<file path="src/rtl/decompose_makehint.sv">
// decompose_makehint: ML-DSA MakeHint plus HintBitPack for the signing path.
// Streams K polynomials of 256 (r0, r1) pairs, one per cycle, and writes the
// packed hint field: hint indices at 0..OMEGA-1, zero fill, then K cumulative
// per-poly counts at OMEGA..OMEGA+K-1. invalid_o flags a hint count over OMEGA.
// Optional macro MAKEHINT_COEF_HINT_OUT_EN adds hint_o / hint_valid_o, which
// report the raw per-coefficient hint bit one cycle after each accept.

package abr_params_pkg;
  parameter int MLDSA_Q      = 8380417;
  parameter int MLDSA_GAMMA2 = 261888;
endpackage

module decompose_makehint
  import abr_params_pkg::*;
#(
  parameter  int REG_SIZE = 23,
  parameter  int OMEGA    = 75,
  parameter  int K        = 8,
  localparam int ADDR_W   = $clog2(OMEGA + K)
) (
  input  logic                clk,
  input  logic                reset_n,
  input  logic                zeroize,
  input  logic                start_i,
  input  logic                valid_i,
  input  logic [REG_SIZE-1:0] r0_i,
  input  logic [3:0]          r1_i,
  output logic                ready_o,
  output logic                hint_wr_en_o,
  output logic [ADDR_W-1:0]   hint_wr_addr_o,
  output logic [7:0]          hint_wr_data_o,
  output logic                busy_o,
  output logic                done_o,
`ifdef MAKEHINT_COEF_HINT_OUT_EN
  output logic                hint_o,
  output logic                hint_valid_o,
`endif
  output logic                invalid_o
);

  localparam int                  POLY_W    = (K > 1) ? $clog2(K) : 1;
  localparam logic [REG_SIZE-1:0] GAMMA2_V  = REG_SIZE'(MLDSA_GAMMA2);
  localparam logic [REG_SIZE-1:0] QMG2_V    = REG_SIZE'(MLDSA_Q - MLDSA_GAMMA2);
  localparam logic [ADDR_W-1:0]   OMEGA_A   = ADDR_W'(OMEGA);
  localparam logic [ADDR_W-1:0]   OMEGA_M1  = ADDR_W'(OMEGA - 1);
  localparam logic [POLY_W-1:0]   LAST_POLY = POLY_W'(K - 1);

  typedef enum logic [2:0] {
    S_IDLE,
    S_RUN,
    S_FLUSH_IDX,
    S_FLUSH_CNT,
    S_DONE
  } state_t;

  state_t state_q, state_d;

  logic [7:0]        coef_idx_q;
  logic [POLY_W-1:0] poly_idx_q;
  logic [ADDR_W-1:0] total_cnt_q;
  logic [ADDR_W-1:0] flush_ptr_q;
  logic [POLY_W-1:0] cnt_sel_q;
  logic [7:0]        poly_cnt_q [K];

  logic              accept;
  logic              hint;
  logic              room;
  logic              last_coef;
  logic              last_accept;
  logic              invalid_d;
  logic [ADDR_W-1:0] total_d;

  // Handshake: a coefficient transfers on any rising edge where valid_i and
  // ready_o are both high. ready_o depends only on the FSM state (never on
  // valid_i); valid_i low simply stalls the stream with no state change.
  assign accept      = valid_i && (state_q == S_RUN);
  assign hint        = ((r0_i > GAMMA2_V) && (r0_i < QMG2_V)) ||
                       ((r0_i == QMG2_V) && (r1_i != 4'd0));
  assign room        = total_cnt_q < OMEGA_A;
  assign last_coef   = coef_idx_q == 8'd255;
  assign last_accept = accept && last_coef && (poly_idx_q == LAST_POLY);
  // Count and invalid flag as they will be after this cycle's accept, so the
  // final accept can steer the FSM using its own hint.
  assign total_d     = (accept && hint && room) ? total_cnt_q + ADDR_W'(1) : total_cnt_q;
  assign invalid_d   = invalid_o || (accept && hint && !room);

  // State register; zeroize acts like a synchronous reset.
  always_ff @(posedge clk or negedge reset_n) begin
    if (!reset_n) begin
      state_q <= S_IDLE;
    end else if (zeroize) begin
      state_q <= S_IDLE;
    end else begin
      state_q <= state_d;
    end
  end

  // Next-state and state-decoded outputs.
  always_comb begin
    state_d = state_q;
    ready_o = 1'b0;
    busy_o  = 1'b1;
    done_o  = 1'b0;
    case (state_q)
      S_IDLE: begin
        busy_o = 1'b0;
        if (start_i) state_d = S_RUN;
      end
      S_RUN: begin
        ready_o = 1'b1;
        if (last_accept) begin
          if (invalid_d)              state_d = S_DONE;
          else if (total_d < OMEGA_A) state_d = S_FLUSH_IDX;
          else                        state_d = S_FLUSH_CNT;
        end
      end
      S_FLUSH_IDX: begin
        if (flush_ptr_q == OMEGA_M1) state_d = S_FLUSH_CNT;
      end
      S_FLUSH_CNT: begin
        if (cnt_sel_q == LAST_POLY) state_d = S_DONE;
      end
      S_DONE: begin
        done_o  = 1'b1;
        state_d = S_IDLE;
      end
      default: begin
        busy_o  = 1'b0;
        state_d = S_IDLE;
      end
    endcase
  end

  // Counters, per-poly counts and the registered hint buffer write port.
  always_ff @(posedge clk or negedge reset_n) begin
    if (!reset_n) begin
      coef_idx_q     <= '0;
      poly_idx_q     <= '0;
      total_cnt_q    <= '0;
      flush_ptr_q    <= '0;
      cnt_sel_q      <= '0;
      invalid_o      <= 1'b0;
      hint_wr_en_o   <= 1'b0;
      hint_wr_addr_o <= '0;
      hint_wr_data_o <= '0;
      for (int j = 0; j < K; j++) poly_cnt_q[j] <= '0;
`ifdef MAKEHINT_COEF_HINT_OUT_EN
      hint_o         <= 1'b0;
      hint_valid_o   <= 1'b0;
`endif
    end else if (zeroize) begin
      coef_idx_q     <= '0;
      poly_idx_q     <= '0;
      total_cnt_q    <= '0;
      flush_ptr_q    <= '0;
      cnt_sel_q      <= '0;
      invalid_o      <= 1'b0;
      hint_wr_en_o   <= 1'b0;
      hint_wr_addr_o <= '0;
      hint_wr_data_o <= '0;
      for (int j = 0; j < K; j++) poly_cnt_q[j] <= '0;
`ifdef MAKEHINT_COEF_HINT_OUT_EN
      hint_o         <= 1'b0;
      hint_valid_o   <= 1'b0;
`endif
    end else begin
      hint_wr_en_o   <= 1'b0;
      hint_wr_addr_o <= '0;
      hint_wr_data_o <= '0;
`ifdef MAKEHINT_COEF_HINT_OUT_EN
      hint_valid_o   <= accept;
      hint_o         <= accept && hint;
`endif
      case (state_q)
        S_IDLE: begin
          if (start_i) begin
            coef_idx_q  <= '0;
            poly_idx_q  <= '0;
            total_cnt_q <= '0;
            invalid_o   <= 1'b0;
          end
        end
        S_RUN: begin
          if (accept) begin
            if (room && hint) begin
              hint_wr_en_o   <= 1'b1;
              hint_wr_addr_o <= total_cnt_q;
              hint_wr_data_o <= coef_idx_q;
            end
            total_cnt_q <= total_d;
            invalid_o   <= invalid_d;
            coef_idx_q  <= coef_idx_q + 8'd1;
            if (last_coef) begin
              poly_idx_q             <= poly_idx_q + POLY_W'(1);
              poly_cnt_q[poly_idx_q] <= 8'(total_d);
            end
            if (last_accept) begin
              flush_ptr_q <= total_d;
              cnt_sel_q   <= '0;
            end
          end
        end
        S_FLUSH_IDX: begin
          hint_wr_en_o   <= 1'b1;
          hint_wr_addr_o <= flush_ptr_q;
          hint_wr_data_o <= 8'd0;
          flush_ptr_q    <= flush_ptr_q + ADDR_W'(1);
        end
        S_FLUSH_CNT: begin
          hint_wr_en_o   <= 1'b1;
          hint_wr_addr_o <= OMEGA_A + ADDR_W'(cnt_sel_q);
          hint_wr_data_o <= poly_cnt_q[cnt_sel_q];
          cnt_sel_q      <= cnt_sel_q + POLY_W'(1);
        end
        default: begin
        end
      endcase
    end
  end

endmodule
</file>
<file path="config.mk">
export PLATFORM = sky130hd
export DESIGN_NAME = decompose_makehint
export DESIGN_NICKNAME = d
export VERILOG_FILES = /design/src/rtl/decompose_makehint.sv
export SDC_FILE = /design/constraint.sdc
export NUM_CORES = 1
export LEC_CHECK = 0
export CELL_PAD_IN_SITES_DETAIL_PLACEMENT = 0
export CELL_PAD_IN_SITES_GLOBAL_PLACEMENT = 2
export CORE_UTILIZATION = 34
export DETAILED_ROUTE_END_ITERATION = 10
export GPL_TIMING_DRIVEN = 0
export PLACE_DENSITY_LB_ADDON = 0.2
export SYNTH_ARGS = -nofsm -noshare
export SYNTH_HDL_FRONTEND = slang
export SYNTH_SLANG_ARGS = --single-unit
</file>
<file path="constraint.sdc">
create_clock -name clk -period 2.1 [get_ports clk]
set_input_delay 0.21 -clock clk [delete_from_list [all_inputs] [get_ports clk]]
set_output_delay 0.21 -clock clk [all_outputs]
set_load 0.05 [all_outputs]
</file>
==> metrics.md <==
| Metric | Value |
|---|---|
| Status | `finished with violations` |
| Failing checks | `negative setup slack` |
| FF+latch count, synth | `between 100 and 150` |
| Ratio of cells with drive above 1 in the final layout | `around a third` |
| Die height | `~130 um` |
| Crit path DAT | `about 2.4 ns` |
| Crit share post-route | `103%` |
| Async set-reset flop share out of synthesis | `between 90% and 100%` |
| Count of pins over their slew limit | `0` |
| Crit path launch type | `input port` |
| Via density | `5.38` |
| Crit path max fanout | `9` |
| Skew-Pair Late Insertion Delay | `0.36 ns` |
| Final HPWL DP | `11,300 um` |
| Via Count | `between 4,000 and 5,000` |
| Leakage power | `0.00304 uW` |
| Slack of the critical path | `-0.0723 ns` |
| Required @ worst endpoint | `roughly 2.4 ns` |
| Worst-Margin Slew | `0.960 ns` |
| Setup violators final | `39` |
| Crit-path slowest cell | `or4_4` |
| Mean post-synth cell area | `roughly 10 um2` |
| Finished Cell Area | `~7600 um2` |
| Most frequent cell after synthesis | `nor2_1` |
| Leading area contributor after synthesis | `dfrtp_1` |
| Worst ir drop on vdd | `0.381 mV` |
| Fin nets | `683` |
| Post-synth EDFFs | `0` |
| TritonCTS clock tree | `yes` |
| Bufs and invs on worst path | `3` |
| Setup_tns | `-1.49 ns` |
| First-pass GRT wire length | `26,100 um` |
| Top-Level Pins | `52` |
| H-tree Lvls | `3` |
| Largest net degree at the start of global routing | `63` |
| Top post-synthesis cells by area | `dfrtp_1 (48%), nor2_1 (7.4%), a211oi_1 (7.3%)` |
| IO buf count | `50` |
| Worst reg-to-reg path cell count | `9` |
| Worst-path clk slew | `0.07 ns` |
| Clk sink count | `~100` |
| Synth Warn # | `0` |
| Drt initial violations | `between 200 and 250` |
| Post-Syn Area | `between 5000 and 6000 um2` |
| Rel. slew slack | `about 36%` |
| Post-synth top cells | `nor2_1 (108), dfrtp_1 (104), a211oi_1 (53)` |
| Placement Cell Area | `around 6300 um2` |
| Final hold slack | `0.415 ns` |
| Crit path time final | `~2.2 ns` |
| Final Core Density | `49.4%` |
| Die ar. | `approximately 17,000 um2` |
| Skew final | `around 0.014 ns` |
| Maxcap violations | `0` |
| All-Layer GR Usage | `a little over a fifth` |
| Die Wd | `129 um` |
| Kind of critical path | `in -> reg` |
| WL final | `about 17,000 um` |
| Class of the worst hold path | `in -> async` |
| Crit. End Element | `flop` |
| GRT overflow | `0` |
| Cell row count | `between 40 and 50` |
| Worst-case clock buffer depth | `2` |
| CP peak stage delay | `around 0.52 ns` |
| Drt drc | `0` |
| RSZ-0062 raised after global routing | `yes` |
| ANT nets after route | `0` |
| Most used cell, CP | `buf_12` |
| Root buf cell | `clkbuf_16` |
| Worst-path cell chain | `dlygate4sd2_1 > nand2_2 > or4_4 > o21ba_4 > o22ai_4 > and3_4 > buf_12 > nand2_4 > xor2_4 > buf_12 > a211oi_2` |
| Wirelength per Cell | `19.5 um` |
| P&R area growth vs syn | `39.5%` |
| Critical path depth | `11` |
| First-pass DRT Iterations | `5` |
| Post-Syn Nets | `582` |
| Yosys top cell area share | `47.6%` |
| Antenna violations before repair | `0` |
| Vias in the first global route | `about 4,600` |
| Core area | `about 15,000 um2` |
| Unique masters post-synth | `slightly below 60` |
| Antenna diode count | `0` |
| Power per Cell Area | `about 680 nW/um2` |
| Placer congestion estimate | `about 0.8` |
| Main flop type after synthesis | `dfrtp_1` |
| R2R Setup Slk | `-0.04 ns` |
| Synth Instances | `540` |
| Fin. Hold Viols | `0` |
| Top delay family on crit path | `simple AND/OR/NAND/NOR gates` |
| Initial Utilization | `35.4%` |
| Fmax | `460 MHz` |
| Sequential area share after synthesis | `a little under half` |
| Num CTS Buffers | `9` |
[flip-flops by register name (all words and copies together) (netlist names)]
register	flops
hint_wr_addr_o	7
coef_idx_q	8
hint_wr_data_o	8
cnt_sel_q	3
total_cnt_q	7
state_q	3
hint_wr_en_o	1
poly_cnt_q	56
invalid_o	1
flush_ptr_q	7
poly_idx_q	3
[metal layers]
metal,track usage (%),vias to the layer above,wire length [um]
met2,32.0,108,7480
met5,0,-,0
met3,3.16,23,647
met4,8.86,0,372
met1,30.2,2298,8220
li1,-,2183,-
[layout make-up]
class | count | area (um2)
multi-input cells | 393 | 3230
plain buffers | 34 | 285
flip-flops and latches | 104 | 2620
fillers | 1430 | 7800
clock inverters | 3 | 17.5
well taps | 211 | 264
repair buffers | 92 | 936
clock buffers | 13 | 250
inverters | 7 | 26.3
[layout by cell type (no fill, tap or decap), types with 8 or more instances in the layout]
cell / n
a211oi_1: 19
a211oi_2: 39
a21oi_2: 13
and3_1: 8
buf_12: 9
buf_4: 28
buf_6: 11
clkbuf_1: 9
clkbuf_16: 9
clkbuf_2: 9
clkdlybuf4s50_1: 24
dfrtp_1: 93
dfrtp_2: 11
dlygate4sd2_1: 10
ha_1: 9
mux2i_1: 11
mux4_2: 14
nand2_1: 25
nand3_1: 8
nor2_1: 98
o21ai_0: 20
[what timing repair did]
action	CTS	global route
pin swaps	34	22
hold buffers	1	0
endpoints found under the hold margin	42	0
cloned	2	0
endpoints found under the setup margin	98	91
buffers inserted	20	19
gates resized for setup	199	51
[stage by stage]
| step | power [uW] | setup slack (ns) | cells |
|---|---|---|---|
| after global routing | 5400 | -0.162 | 857 |
| after detailed placement | 3270 | -1.03 | 802 |
| after CTS | 5060 | -0.154 | 840 |
| after floorplan | 2860 | -0.184 | 540 |
| after global placement | 3250 | -3.26 | 801 |
| final | 5160 | -0.0723 | 857 |
[cells by family (layout without fill, tap and decap cells)]
logic type	Yosys count	count (layout)	share of synthesized area, %
DFF	104	104	47.6
buffers and inverters	43	149	3.23
adders and majority gates	10	10	2.29
and+or+nand+nor	202	202	17.2
xor gates and xnor gates	10	10	2.22
muxes	31	31	9.21
AOI/OAI and AO/OA	140	140	18.2
[power breakdown]
part | total [uW] | internal, uW | switching (uW) | leakage [uW]
Clock | 1600 | 836 | 766 | 0.000130
Combinational | 1440 | 575 | 861 | 0.00148
Sequential | 2120 | 2050 | 69.0 | 0.00143
Total | 5160 | 3460 | 1700 | 0.00304
[final timing paths]
check                                            from                         end
min in group clk                              zeroize      state_q[1]$_DFFE_PN0P_
max                                          r0_i[13]  poly_cnt_q[43]$_DFFE_PN0P_
min                                           reset_n  flush_ptr_q[1]$_DFFE_PN0P_
min reg2reg                 coef_idx_q[4]$_DFFE_PN0P_   coef_idx_q[4]$_DFFE_PN0P_
max in group asynchronous                     reset_n   poly_idx_q[1]$_DFFE_PN0P_
max reg2reg                total_cnt_q[1]$_DFFE_PN0P_  poly_cnt_q[43]$_DFFE_PN0P_
No activity file was read; power rests on OpenSTA's default activity.
